[src/rtl/imm_encoder_pkg.sv]
// Shared constants for the instruction immediate encoder: ImmSrc codes and
// the instruction bit positions each immediate format occupies.
package imm_encoder_pkg;

    localparam int XLEN = 32;

    // Immediate format codes, identical to the decode-stage ImmSrc encoding
    localparam logic [2:0] IMM_I = 3'b000;
    localparam logic [2:0] IMM_U = 3'b001;
    localparam logic [2:0] IMM_S = 3'b010;
    localparam logic [2:0] IMM_B = 3'b011;
    localparam logic [2:0] IMM_J = 3'b100;

    // Instruction bits owned by the immediate for each format; every other
    // bit is taken from the base instruction word.
    localparam logic [XLEN-1:0] MASK_I = 32'hFFF0_0000;
    localparam logic [XLEN-1:0] MASK_U = 32'hFFFF_F000;
    localparam logic [XLEN-1:0] MASK_S = 32'hFE00_0F80;
    localparam logic [XLEN-1:0] MASK_B = 32'hFE00_0F80;
    localparam logic [XLEN-1:0] MASK_J = 32'hFFFF_F000;

endpackage

[src/rtl/imm_pack.sv]
// Combinational scatter of an immediate into its instruction bit positions,
// with a representability check and an ImmSrc legality check.
module imm_pack
    import imm_encoder_pkg::*;
(
    input  logic [2:0]      i_imm_src,
    input  logic [XLEN-1:0] i_imm,
    input  logic [XLEN-1:0] i_base,
    output logic [XLEN-1:0] o_instr,
    output logic            o_range_err,
    output logic            o_src_err
);

    logic [XLEN-1:0] w_imm_bits;
    logic [XLEN-1:0] w_mask;
    logic            w_uni_12;
    logic            w_uni_20;

    // Upper bits must be a pure sign extension for the field to hold the value
    assign w_uni_12 = (&i_imm[31:11]) || !(|i_imm[31:11]);
    assign w_uni_20 = (&i_imm[31:19]) || !(|i_imm[31:19]);

    // Select the field layout and the matching range rule for each format
    always_comb begin
        // NOTE: every output gets a default first so no path leaves a latch.
        w_imm_bits  = '0;
        w_mask      = '0;
        o_range_err = 1'b0;
        o_src_err   = 1'b0;
        case (i_imm_src)
            IMM_I: begin
                w_mask            = MASK_I;
                w_imm_bits[31:20] = i_imm[11:0];
                o_range_err       = !w_uni_12;
            end
            IMM_U: begin
                w_mask            = MASK_U;
                w_imm_bits[31:12] = i_imm[31:12];
                o_range_err       = |i_imm[11:0];
            end
            IMM_S: begin
                w_mask            = MASK_S;
                w_imm_bits[31:25] = i_imm[11:5];
                w_imm_bits[11:7]  = i_imm[4:0];
                o_range_err       = !w_uni_12;
            end
            IMM_B: begin
                w_mask            = MASK_B;
                w_imm_bits[31]    = i_imm[11];
                w_imm_bits[7]     = i_imm[10];
                w_imm_bits[30:25] = i_imm[9:4];
                w_imm_bits[11:8]  = i_imm[3:0];
                o_range_err       = !w_uni_12;
            end
            IMM_J: begin
                w_mask            = MASK_J;
                w_imm_bits[31]    = i_imm[19];
                w_imm_bits[19:12] = i_imm[18:11];
                w_imm_bits[20]    = i_imm[10];
                w_imm_bits[30:21] = i_imm[9:0];
                o_range_err       = !w_uni_20;
            end
            default: begin
                o_src_err = 1'b1;
            end
        endcase
    end

    assign o_instr = (i_base & ~w_mask) | w_imm_bits;

endmodule

[src/rtl/imm_encoder.sv]
// Streaming instruction encoder: packs immediates into base instructions,
// tags each legal result with a sequential word address, and tracks
// rejected requests in sticky flags and a saturating counter.
module imm_encoder
    import imm_encoder_pkg::*;
#(
    parameter int DATA_WIDTH    = 32,
    parameter int ADDR_WIDTH    = 8,
    parameter int ERR_CNT_WIDTH = 8
) (
    input  logic                     clk,
    input  logic                     rst,
    input  logic                     InValid,
    output logic                     InReady,
    input  logic [2:0]               ImmSrcIn,
    input  logic [DATA_WIDTH-1:0]    ImmIn,
    input  logic [DATA_WIDTH-1:0]    BaseInstrIn,
    output logic                     OutValid,
    input  logic                     OutReady,
    output logic [DATA_WIDTH-1:0]    InstrOut,
    output logic [ADDR_WIDTH-1:0]    AddrOut,
    output logic                     WrapPulse,
    output logic                     ErrRange,
    output logic                     ErrSrc,
    output logic [ERR_CNT_WIDTH-1:0] ErrCount,
    input  logic                     ClearErr
);

    logic [DATA_WIDTH-1:0]    w_packed;
    logic                     w_range_err;
    logic                     w_src_err;
    logic                     w_accept;
    logic                     w_legal_acc;
    logic                     w_err_acc;

    logic                     r_out_valid;
    logic [DATA_WIDTH-1:0]    r_instr;
    logic [ADDR_WIDTH-1:0]    r_addr;
    logic [ADDR_WIDTH-1:0]    r_cnt;
    logic                     r_wrap;
    logic                     r_err_range;
    logic                     r_err_src;
    logic [ERR_CNT_WIDTH-1:0] r_err_cnt;

    imm_pack u_pack (
        .i_imm_src   (ImmSrcIn),
        .i_imm       (ImmIn),
        .i_base      (BaseInstrIn),
        .o_instr     (w_packed),
        .o_range_err (w_range_err),
        .o_src_err   (w_src_err)
    );

    // Illegal requests are still consumed, so readiness ignores legality
    assign InReady     = !r_out_valid || OutReady;
    assign w_accept    = InValid && InReady;
    assign w_err_acc   = w_accept && (w_range_err || w_src_err);
    assign w_legal_acc = w_accept && !w_range_err && !w_src_err;

    // Output register: load on legal accept, drop when consumed, else hold
    always_ff @(posedge clk or posedge rst) begin
        // NOTE: sequential state uses non-blocking assignments only.
        if (rst) begin
            r_out_valid <= 1'b0;
            r_instr     <= '0;
            r_addr      <= '0;
        end else if (w_legal_acc) begin
            r_out_valid <= 1'b1;
            r_instr     <= w_packed;
            r_addr      <= r_cnt;
        end else if (OutReady) begin
            r_out_valid <= 1'b0;
        end
    end

    // Address counter advances per legal accept; pulse follows the wrap
    always_ff @(posedge clk or posedge rst) begin
        if (rst) begin
            r_cnt  <= '0;
            r_wrap <= 1'b0;
        end else begin
            r_wrap <= w_legal_acc && (r_cnt == '1);
            if (w_legal_acc) begin
                r_cnt <= r_cnt + ADDR_WIDTH'(1);
            end
        end
    end

    // Sticky error flags and saturating drop count; a new error beats a clear
    always_ff @(posedge clk or posedge rst) begin
        if (rst) begin
            r_err_range <= 1'b0;
            r_err_src   <= 1'b0;
            r_err_cnt   <= '0;
        end else if (w_err_acc) begin
            if (ClearErr) begin
                r_err_range <= w_range_err;
                r_err_src   <= w_src_err;
                r_err_cnt   <= ERR_CNT_WIDTH'(1);
            end else begin
                r_err_range <= r_err_range || w_range_err;
                r_err_src   <= r_err_src || w_src_err;
                if (r_err_cnt != '1) begin
                    r_err_cnt <= r_err_cnt + ERR_CNT_WIDTH'(1);
                end
            end
        end else if (ClearErr) begin
            r_err_range <= 1'b0;
            r_err_src   <= 1'b0;
            r_err_cnt   <= '0;
        end
    end

    assign OutValid  = r_out_valid;
    assign InstrOut  = r_instr;
    assign AddrOut   = r_addr;
    assign WrapPulse = r_wrap;
    assign ErrRange  = r_err_range;
    assign ErrSrc    = r_err_src;
    assign ErrCount  = r_err_cnt;

endmodule

[config.mk]
export PLATFORM = sky130hd
export DESIGN_NAME = imm_encoder
export DESIGN_NICKNAME = d
export VERILOG_FILES = /design/src/rtl/imm_encoder_pkg.sv /design/src/rtl/imm_pack.sv /design/src/rtl/imm_encoder.sv
export SDC_FILE = /design/constraint.sdc
export NUM_CORES = 1
export LEC_CHECK = 0
export CORE_UTILIZATION = 25
export DETAILED_ROUTE_END_ITERATION = 10
export PLACE_DENSITY = 0.57
export SYNTH_ARGS = -nofsm -noshare
export SYNTH_HDL_FRONTEND = slang
export SYNTH_HIERARCHICAL = 1
export SYNTH_SLANG_ARGS = --single-unit
[constraint.sdc]
create_clock -name clk -period 1.83 [get_ports clk]
set_input_delay 0.183 -clock clk [delete_from_list [all_inputs] [get_ports clk]]
set_output_delay 0.183 -clock clk [all_outputs]
set_load 0.005 [all_outputs]
==> results of run 1 <==
-- worst max-delay path, delay by kind of cell --
kind | cells | cell delay, ns
buffers and inverters | 2 | 0.43
muxes | 1 | 0.24
AOI/OAI and AO/OA | 4 | 0.48
and+or+nand+nor | 3 | 0.63
-- cells in the final DEF, fill, tap and decap left out, types with 10 or more instances in the layout --
cell type	count
nor2_1	10
o21ai_0	17
dfrtp_1	60
buf_4	58
o21ai_1	12
nand2_1	126
dlygate4sd2_1	25
mux2i_1	11
clkdlybuf4s50_1	89
-- registers in the layout, summed over array words and instances (netlist names) --
| register | flops |
|---|---|
| InstrOut | 32 |
| WrapPulse | 1 |
| ErrSrc | 1 |
| ErrCount | 8 |
| AddrOut | 8 |
| r_cnt | 8 |
| OutValid | 1 |
| ErrRange | 1 |
-- repair_timing --
item,CTS,global route
setup endpoints to repair,58,48
setup buffers,1,1
pin swaps,13,14
gates resized for setup,51,20
-- metal layers --
layer / track usage / share of wire / vias up
met5: 0 / 0 / -
met3: 0.0461 / 0.076 / 26
met2: 0.262 / 0.46 / 108
met4: 0.0961 / 0.039 / 0
li1: - / - / 1735
met1: 0.202 / 0.43 / 1644
-- through the flow --
stage / cell area (um2) / utilization
final: 5570 / 0.414
after global routing: 5570 / 0.414
after global placement: 5220 / 0.388
after floorplan: 3490 / -
after CTS: 5560 / 0.413
after detailed placement: 5220 / 0.388
-- final cells by class --
class	instances	area (um2)	share of cell area
multi-input combinational	300	1850	0.333
timing repair buffer	185	1670	0.300
sequential	60	1500	0.270
clock buffer	9	225	0.0404
tap	176	220	0.0396
clock inverter	7	75.1	0.0135
inverter	7	26.3	0.00472
-- worst max-delay path by stage --
stage                     slack, ns                  endpoint  cells past startpoint
after detailed placement      -0.60   ErrCount[0]$_DFFE_PP0P_                      9
final                          0.09   ErrCount[1]$_DFFE_PP0P_                     10
after floorplan               -0.02   ErrCount[6]$_DFFE_PP0P_                      9
after CTS                      0.01   ErrCount[0]$_DFFE_PP0P_                     10
after global placement        -0.59  InstrOut[30]$_DFFE_PP0P_                     10
after global routing          0.003      r_cnt[7]$_DFFE_PP0P_                     10
-- kinds of logic after synthesis --
group,synth area share
adder cells (fa/ha/maj),0.00717
multiplexers,0.0573
XOR/XNOR,0.0176
AND/OR/NAND/NOR,0.253
AO/OA/AOI/OAI,0.166
buffers and inverters,0.0695
flip-flops,0.430
-- power groups by stage --
stage / sequential, mW / combinational (mW) / clock, mW
finish: 1.80 / 1.41 / 1.71
global route: 1.84 / 1.56 / 1.82
CTS: 1.80 / 1.42 / 1.76
detailed placement: 1.82 / 1.42 / 0
global placement: 1.81 / 1.41 / 0
floorplan: 1.82 / 0.528 / 0
==> impl_metrics.py, run 1 <==
metrics = {
    "routing": {
        "via_per_inst": 4.72,
        "ant_nets": 0,
        "vias": 3513,
        "routed_wl_um": 11400,
        "drcViolationCount": 0,
        "dr.pass1.iters": 4,
        "wire_per_inst_um": 15.4,
        "drt-initial-drc-count": 271,
    },
    "floorplanning": {
        "rows": 42,
        "ioPinCount": 125,
        "core_um2": 13500,
        "die_x_um": 120,
        "die_area_um2": 14400,
        "die_y_um": 120,
        "start_util": 0.259,
    },
    "logic_synthesis": {
        "syn_area_per_cell_um2": 8.73,
        "synth_seq_cells": 60,
        "synth_edf_count": 0,
        "synthTopCellsByArea": "dfrtp_1 (43%), nand2_1 (14%), mux2i_1 (3.2%)",
        "async_reset_ff_frac": 1.00,
        "ys_warn_count": 6,
        "synth_area_um2": 3490,
        "ys_top_cells_by_count": "nand2_1 (126), dfrtp_1 (60), o21ai_0 (18)",
        "ys.flop_type": "dfrtp_1",
        "synthCells": 400,
        "synth_top_cell_area_share": 0.430,
        "yosysSeqAreaShare": 0.430,
        "synth_most_common_cell": "nand2_1",
        "synthDistinctLibCells": 54,
        "yosysTopAreaCell": "dfrtp_1",
        "syn-num-nets": 474,
    },
    "sta": {
        "rsz0062_at_grt": "no",
        "timing.hold.ws_ns": 0.223,
        "drv_slew": 0,
        "hold_violations": 0,
        "final-setup-viol-count": 0,
        "finalCritPeriodShare": 0.953,
        "tightest_slew_ns": 0.339,
        "setup_ws_ns": 0.0857,
        "skew_ns": 0.00421,
        "relSlewSlack": 0.774,
        "fmax_mhz": 573,
        "tns_ns": 0,
        "fin_crit_ns": 1.74,
    },
    "power": {
        "max-vdd-ir-drop_mv": 0.472,
        "p_int_mw": 3.51,
        "finalPower_mw": 4.92,
        "p_sw_mw": 1.41,
        "p_clk_frac": 0.348,
        "p_seq_frac": 0.366,
        "sw_frac_of_total": 0.286,
        "powerDensity_nw_per_um2": 884,
        "p_comb_frac": 0.286,
        "leakagePower_nw": 2.53,
    },
    "worst_setup_path": {
        "rr_worst_depth": 5,
        "timing.rr.end": "ErrCount[4]$_DFFE_PP0P_",
        "worstPathArrival_ns": 1.96,
        "end_kind": "flip-flop",
        "r2r_slack_ns": 0.28,
        "crit_slowest_cell": "nor4_2",
        "path_class": "primary input to flip-flop",
        "crit_chain": "dlygate4sd2_1, nor4_2, a21oi_1, o2bb2ai_2, o21ai_4, or2_1, buf_4, o2111ai_4, mux2i_1, nor2_1",
        "crit_path_start_kind": "primary input",
        "worstPathMaxFanout": 4,
        "critPathMaxStageDelay_ns": 0.31,
        "critPathLaunch": "ImmIn[16]",
        "reg2reg_from": "ErrCount[1]$_DFFE_PP0P_",
        "required_ns": 2.05,
    },
    "cells_and_area": {
        "antenna_cells": 0,
        "nets": 637,
        "synthToLayoutAreaGrowth_pct": 59.5,
        "fillCellCount": 1351,
        "drive_gt1_frac": 0.206,
        "instances_no_fill": 744,
    },
    "cts": {
        "cts.sinks": 60,
        "htreeDepth": 3,
        "cts_tree": "yes",
        "cts-buffers-inserted": 9,
        "cts_root_buf": "clkbuf_16",
        "clk_pin_slew_ns": 0.05,
        "insertion_delay_ns": 0.34,
        "cts-hold-fix-buffers": 0,
        "clockBufferDepth": 2,
    },
    "job": {
        "maxCapViolCount": 0,
    },
    "global_route": {
        "grt_usage": 0.166,
        "antenna_found_initial": 0,
        "grt_pass1_vias": 3525,
        "grt_max_degree": 61,
        "grt_pass1_wl_um": 18300,
        "overflow": 0,
    },
    "placed_design": {
        "dp_cells": 728,
        "port_buffers": 124,
        "hpwl_um": 8390,
        "gp_congestion": 0.829,
        "pre_cts_ws_ns": -0.601,
    },
    "status": {
        "status": "finished, final reports clean",
    },
    "min_path": {
        "hold_class": "primary input to asynchronous set/reset pin",
    },
}
(Power assumes the default switching activity.)
==> inputs of run 2 (changes only) <==
PLACE_DENSITY = not set   (was 0.57)
==> impl_metrics.py, run 2 (synthesis gave the netlist of run 1 again) <==
metrics = {
    "power": {
        "max-vdd-ir-drop_mv": 0.492,
        "powerDensity_nw_per_um2": 882,
        "p_seq_frac": 0.376,
        "sw_frac_of_total": 0.276,
        "p_clk_frac": 0.338,
        "p_int_mw": 3.52,
        "finalPower_mw": 4.86,
        "p_sw_mw": 1.34,
        "p_comb_frac": 0.286,
        "leakagePower_nw": 2.49,
    },
    "floorplanning": {
        "die_y_um": 120,
        "core_um2": 13500,
        "ioPinCount": 125,
        "rows": 42,
        "start_util": 0.259,
        "die_area_um2": 14400,
        "die_x_um": 120,
    },
    "placed_design": {
        "gp_congestion": 0.885,
        "port_buffers": 124,
        "hpwl_um": 8460,
        "pre_cts_ws_ns": -0.765,
    },
    "min_path": {
        "hold_class": "primary input to asynchronous set/reset pin",
    },
    "global_route": {
        "overflow": 0,
        "antenna_found_initial": 0,
        "grt_max_degree": 61,
        "grt_usage": 0.162,
        "grt_pass1_wl_um": 18200,
        "grt_pass1_vias": 3639,
    },
    "cells_and_area": {
        "fillCellCount": 1381,
        "largest_reg_flops": 32,
        "most-common-layout-cells": "nand2_1 (126), clkdlybuf4s50_1 (89), dfrtp_1 (60)",
        "drive_gt1_frac": 0.233,
        "multi_input_area_um2": 1880,
        "nets": 633,
        "seqCellArea_um2": 1500,
        "fin_util": 0.409,
        "synthToLayoutAreaGrowth_pct": 57.8,
        "final_common_cell": "nand2_1",
        "antenna_cells": 0,
    },
    "sta": {
        "finalCritPeriodShare": 0.956,
        "fmax_mhz": 572,
        "hold_violations": 0,
        "skew_ns": 0.00836,
        "tns_ns": 0,
        "setup_ws_ns": 0.0811,
        "tightest_slew_ns": 0.341,
        "fin_crit_ns": 1.75,
        "drv_slew": 0,
        "relSlewSlack": 0.773,
        "final-setup-viol-count": 0,
        "timing.hold.ws_ns": 0.247,
    },
    "cts": {
        "insertion_delay_ns": 0.33,
        "cts-hold-fix-buffers": 0,
        "cts-buffers-inserted": 9,
        "clockBufferDepth": 2,
        "cts_root_buf": "clkbuf_16",
        "htreeDepth": 3,
        "clk_pin_slew_ns": 0.06,
        "cts_tree": "yes",
        "cts.sinks": 60,
    },
    "worst_setup_path": {
        "worstPathArrival_ns": 1.57,
        "reg2reg_from": "ErrCount[0]$_DFFE_PP0P_",
        "path_class": "flip-flop to output pin",
        "end_kind": "output pin",
        "timing.rr.end": "ErrCount[4]$_DFFE_PP0P_",
        "worstPathMaxFanout": 7,
        "required_ns": 1.65,
        "r2r_slack_ns": 0.26,
        "crit_path_start_kind": "flip-flop",
        "rr_worst_depth": 5,
    },
    "routing": {
        "via_per_inst": 4.73,
        "routed_wl_um": 11200,
        "vias": 3497,
        "wire_per_inst_um": 15.2,
        "drt-initial-drc-count": 168,
        "ant_nets": 0,
        "dr.pass1.iters": 4,
        "drcViolationCount": 0,
    },
    "status": {
        "status": "finished, final reports clean",
    },
    "job": {
        "maxCapViolCount": 0,
    },
}
-- run 2: cell types whose count changed in the layout (fill, tap and decap cells not counted), sizes merged --
cell	before	now
buf	61	58
clkbuf	15	28
clkdlybuf4s15	4	8
clkinv	5	3
clkinvlp	0	1
dlygate4sd2	25	8
inv	8	7
-- run 2: power by group through the flow --
stage / combinational (mW) / sequential, mW / clock, mW
after detailed placement: 1.40 / 1.85 / 0
final: 1.39 / 1.83 / 1.64
after global routing: 1.53 / 1.86 / 1.75
after global placement: 1.37 / 1.84 / 0
after CTS: 1.41 / 1.83 / 1.70
after floorplan: 0.528 / 1.82 / 0
-- run 2: metrics by stage --
step	cells	cell area (um2)
finish	739	5510
global route	739	5510
CTS	740	5550
detailed placement	722	5170
global placement	722	5170
floorplan	400	3490
-- run 2: what timing repair did --
item,4_1_cts,5_1_grt
pin swaps,12,17
setup endpoints to repair,59,38
resized for setup,64,48
gates cloned,0,0
setup buffers,3,0
-- run 2: per-layer routing --
layer | up-vias | track usage | wire length, um
met2 | 91 | 0.275 | 5430
li1 | 1726 | - | -
met3 | 16 | 0.0475 | 729
met5 | - | 0 | 0
met1 | 1664 | 0.194 | 4830
met4 | 0 | 0.0508 | 223
-- run 2: worst max-delay path by stage --
stage | start | endpoint | slack (ns) | cells after the start
finish | OutValid$_DFFE_PP0P_ | InReady | 0.08 | 3
global route | ImmIn[15] | r_cnt[3]$_DFFE_PP0P_ | -0.01 | 10
CTS | ImmIn[8] | ErrCount[6]$_DFFE_PP0P_ | 0.004 | 10
detailed placement | ImmIn[11] | r_cnt[0]$_DFFE_PP0P_ | -0.76 | 8
global placement | ImmIn[11] | InstrOut[30]$_DFFE_PP0P_ | -0.70 | 9
floorplan | ImmSrcIn[2] | ErrCount[6]$_DFFE_PP0P_ | -0.02 | 9
-- run 2: critical path, cell delays in order, from the launching register on --
cell and delay [ns]:
dfrtp_1 0.39, nand2b_2 0.22, buf_4 0.16, clkdlybuf4s50_1 0.48
-- run 2: final cells by class --
| type | instances | share of cell area |
|---|---|---|
| multi-input cells | 300 | 0.341 |
| well taps | 176 | 0.0400 |
| flip-flops and latches | 60 | 0.273 |
| inverters | 7 | 0.00477 |
| repair buffers | 181 | 0.289 |
| clock buffers | 10 | 0.0434 |
| clock inverters | 5 | 0.00954 |
